$ cat src/rtl/demux_1to4_pkg.sv
// Shared constants and types for the 1-to-4 demultiplexer slice.
package demux_1to4_pkg;

  localparam int unsigned SEL_W   = 2;
  localparam int unsigned NUM_OUT = 4;

  // Output select index; bit 1 is the MSB (S1), bit 0 the LSB (S0).
  typedef logic [SEL_W-1:0] sel_t;

endpackage : demux_1to4_pkg

$ cat src/rtl/demux_decode_2to4.sv
// Combinational 2-to-4 one-hot decoder with enable.
// The mask is all-zero when en is low and one-hot otherwise.
module demux_decode_2to4
  import demux_1to4_pkg::*;
(
  input  sel_t               sel,
  input  logic               en,
  output logic [NUM_OUT-1:0] mask
);

  logic [NUM_OUT-1:0] onehot;

  // Decode the select index into a one-hot vector.
  always_comb begin
    onehot = '0;
    for (int unsigned i = 0; i < NUM_OUT; i++) begin
      if (sel == sel_t'(i)) onehot[i] = 1'b1;
    end
  end

  // AND with the replicated enable so an unknown enable reaches the mask.
  always_comb begin
    mask = onehot & {NUM_OUT{en}};
  end

endmodule : demux_decode_2to4

$ cat src/rtl/demux_1to4.sv
// 1-to-4 demultiplexer with registered outputs.
// A is routed to D[{S1,S0}] when Enable is high; every other output is 0.
// All outputs come straight from flops, one cycle after the inputs.
module demux_1to4
  import demux_1to4_pkg::*;
#(
  parameter int unsigned DATA_W = 1
) (
  input  logic              clk,
  input  logic              rst,
  input  logic [DATA_W-1:0] A,
  input  logic              S0,
  input  logic              S1,
  input  logic              Enable,
  output logic [DATA_W-1:0] D0,
  output logic [DATA_W-1:0] D1,
  output logic [DATA_W-1:0] D2,
  output logic [DATA_W-1:0] D3
);

  logic [NUM_OUT-1:0] mask;
  logic [DATA_W-1:0]  d_next [NUM_OUT];
  logic [DATA_W-1:0]  d_q    [NUM_OUT];

  demux_decode_2to4 u_decode (
    .sel  ({S1, S0}),
    .en   (Enable),
    .mask (mask)
  );

  // Gate the data with each decoder lane so unselected outputs load zero.
  always_comb begin
    for (int unsigned i = 0; i < NUM_OUT; i++) begin
      d_next[i] = A & {DATA_W{mask[i]}};
    end
  end

  // Output registers; synchronous reset overrides all routing.
  always_ff @(posedge clk) begin
    if (rst) begin
      for (int unsigned i = 0; i < NUM_OUT; i++) begin
        d_q[i] <= '0;
      end
    end else begin
      for (int unsigned i = 0; i < NUM_OUT; i++) begin
        d_q[i] <= d_next[i];
      end
    end
  end

  assign D0 = d_q[0];
  assign D1 = d_q[1];
  assign D2 = d_q[2];
  assign D3 = d_q[3];

endmodule : demux_1to4

$ cat config.mk
export PLATFORM = sky130hd
export DESIGN_NAME = demux_1to4
export DESIGN_NICKNAME = d
export VERILOG_FILES = /design/src/rtl/demux_1to4_pkg.sv /design/src/rtl/demux_decode_2to4.sv /design/src/rtl/demux_1to4.sv
export SDC_FILE = /design/constraint.sdc
export NUM_CORES = 1
export LEC_CHECK = 0
export ABC_CLOCK_PERIOD_IN_PS = 1200
export BUFFER_PORTS_ARGS = -buffer_cell sky130_fd_sc_hd__buf_4
export CAP_MARGIN = 20
export CORE_AREA = 2 2 39 41
export CTS_CLUSTER_DIAMETER = 40
export CTS_CLUSTER_SIZE = 25
export DETAILED_ROUTE_END_ITERATION = 8
export DIE_AREA = 0 0 41 43
export HOLD_SLACK_MARGIN = 0.1
export SETUP_SLACK_MARGIN = 0.4
export SKIP_CTS_REPAIR_TIMING = 1
export SLEW_MARGIN = 20
export SYNTH_ARGS = -nofsm -noshare
export SYNTH_HDL_FRONTEND = slang
export SYNTH_SLANG_ARGS = --single-unit
export TNS_END_PERCENT = 50
$ cat constraint.sdc
create_clock -name clk -period 1.2 [get_ports clk]
set_input_delay 0.18 -clock clk [delete_from_list [all_inputs] [get_ports clk]]
set_output_delay 0.18 -clock clk [all_outputs]
set_load 0.02 [all_outputs]
==> results summary <==
The sequential group share of total power is a little over two fifths. The quantity of I/O buffers inserted on ports is 9. The share of power burned in the clock network is a little under 50%.

The initial cell density of the core is 8.77%. The die is 43 um tall. In the final layout, the registers with the most flip-flops are d_q: 4 flops. The critical path endpoint category is an output pin. The worst hold path begins at S1. The largest single stage delay on the critical path is slightly above 300 ps.

The kind of path behind the tightest hold check is input pin to register. The first-pass iteration count of the detailed router came out at 1. The count of inserted antenna diode cells came out at 0. The number of H-tree levels is 1.

The width of the die came out at 41 um. At the pin with the least slew margin, the transition time is 95.6 ps. For this design the total switching power over the nets is 0.0620 mW. Per report_power, the combinational group accounts for 8.6% of the total. The worst relative slew slack is 93.6%. The count of clock tree sinks is 4. After synthesis the netlist holds a flip-flop and latch count of 4. The flip-flop count of the largest register, all copies and words added is 4. STA puts the critical path data arrival time at ~660 ps. The worst hold path terminates at d_q[2]. Cell internal power was estimated by the tool at 0.266 mW.

The overall die area came out at about 1800 um2. The first global-routing pass estimated 379 um of wire. The post-route total power came out at 0.328 mW. The row count came out at 14. At the worst endpoint, the required time is 1020 ps. The kind of start point of the critical path is a register. The pin count of the biggest net entering global routing is 3. The final number of max-transition violations is 0. Traced cell by cell, the critical path runs through buf_6. The number of buffers between clock root and the deepest sink came out at 2. The via count of the first global-routing pass is between 100 and 150. The number of buffer and inverter stages on the critical path is 1. The tree is rooted in a clkbuf_4. Dividing the detail-routed via count by the number of cells gives 3.05.

The post-detailed-route DRC marker count came out at 0. In this run the worst path has a maximum fanout of 1. TritonCTS built the clock tree. The number of maximum-capacitance violations is 0.

In this run the count of I/O pins placed on the die edge is 10. The register ranked first by flip-flop count is d_q. The post-CTS clock slew at the launch and capture registers of the worst setup and hold paths came out at 40 ps. The overall fraction of global-route tracks in use came out at 3.92%.

The maximum frequency from static timing analysis is roughly 1200 MHz. The final-report hold violation count came out at 0. The slowest stage cell on the critical path is dfxtp_2. The per-cell routed wire length is 6.05 um. The mean cell area of the mapped netlist is 10.1 um2.

Routability-driven placement finished with a final weighted congestion of about 0.70. The leftover overflow at the end of global routing is 0. Once layout is complete, the utilization of the core stands at 18.2%. VDD sags by at most 0.000183 V. The switching share of power is 18.9%. The routed design could run at a clock period as short as 838 ps. The number of CTS-inserted buffers came out at 3. The net count of the mapped netlist came out at 18. During synthesis, Yosys emitted a total of 0 warnings. The number of DRC markers after the initial detailed-route iteration came out at 0.

The final layout net count is 32. The synthesized instance count is 12. The count of unique library cells instantiated by Yosys is 6.

Power spread over the standard cell area amounts to 1300 nW/um2. The initial antenna violation count was 0. The final number of setup-violating endpoints is 0. The count of filler cells inserted in the layout came out at 159. The final cycle utilization of the critical path is 69.9%. The cell depth of the worst hold path is 3. In this run the remaining antenna-violating nets after routing total 0. The detailed-route wire length is 242 um. The leakage dissipation is 0.110 nW. Setup repair after global routing could not meet its margin everywhere. The run finished with clean final reports.

The total area inside the core boundary comes to 1380 um2. From synthesis to final layout, the design area changed by 107%. For this run, the register share of the synthesized area comes to 66.0%. After synthesis the cells add up to ~120 um2. In this design, the largest share of critical-path delay is due to flip-flops. The critical path in this run is classified as register to output pin. The total via count after detailed routing came out at 122.

Setup total negative slack on the finished layout was measured at 0 ps. The fraction of layout cells with a size suffix above 1 is 66.7%.
-- cell families after synthesis --
kind of cell	synth area share, %
simple gates	34.0
flops	66.0
-- placed cells by master (no fill, tap or decap), drive strengths merged --
cell / n
dfxtp: 4
nand2: 1
buf: 9
nand3b: 1
nand2b: 1
or3b: 1
nor2: 4
clkbuf: 3
-- metal layers --
metal | wire, um | part of all wire, % | GRT usage (%) | vias up
li1 | - | - | - | 62
met1 | 101 | 42 | 3.86 | 47
met2 | 84 | 35 | 3.75 | 11
met3 | 37 | 15 | 0 | 2
met4 | 18 | 7.4 | 10.0 | 0
met5 | 0 | 0 | 0 | -
-- how the worst max path moves through the flow --
stage | from | endpoint | slack [ps] | cells past startpoint
floorplan | S0 | d_q[0] | 490 | 2
global placement | S0 | d_q[0] | 340 | 3
detailed placement | S0 | d_q[0] | 340 | 3
CTS | d_q[3] | D3 | 340 | 1
global route | d_q[1] | D1 | 340 | 1
finish | d_q[3] | D3 | 360 | 1
-- cell type report --
cell class                 count  area [um2]  area share [%]
tap                           16        20.0            7.96
timing repair buffer           9        82.6            32.8
sequential                     4        85.1            33.8
clock buffer                   3        22.5            8.96
multi-input combinational      8        41.3            16.4
-- power groups by stage --
| stage | Combinational, mW | Sequential [mW] | Clock (mW) |
|---|---|---|---|
| 6_report | 0.0280 | 0.137 | 0.162 |
| 5_1_grt | 0.0314 | 0.137 | 0.179 |
| 3_3_place_gp | 0.0266 | 0.139 | 0 |
| 2_1_floorplan | 0.00635 | 0.141 | 0 |
| 4_1_cts | 0.0271 | 0.136 | 0.174 |
| 3_5_place_dp | 0.0271 | 0.139 | 0 |
-- Yosys cell counts --
library cell	instances	area, um2
nor2_1	4	15.0
or3b_1	1	8.76
nand3b_1	1	7.51
dfxtp_1	4	80.1
nand2b_1	1	6.26
nand2_1	1	3.75
-- stage by stage --
stage               hold WS, ps  worst slack, ps  cells  instance area, um2
floorplan                   317              489     12                 121
global placement            440              342     37                 209
CTS                         199              337     40                 231
finish                      205              362     40                 251
global route                221              343     40                 251
detailed placement          442              339     37                 209
(Power assumes the default switching activity.)
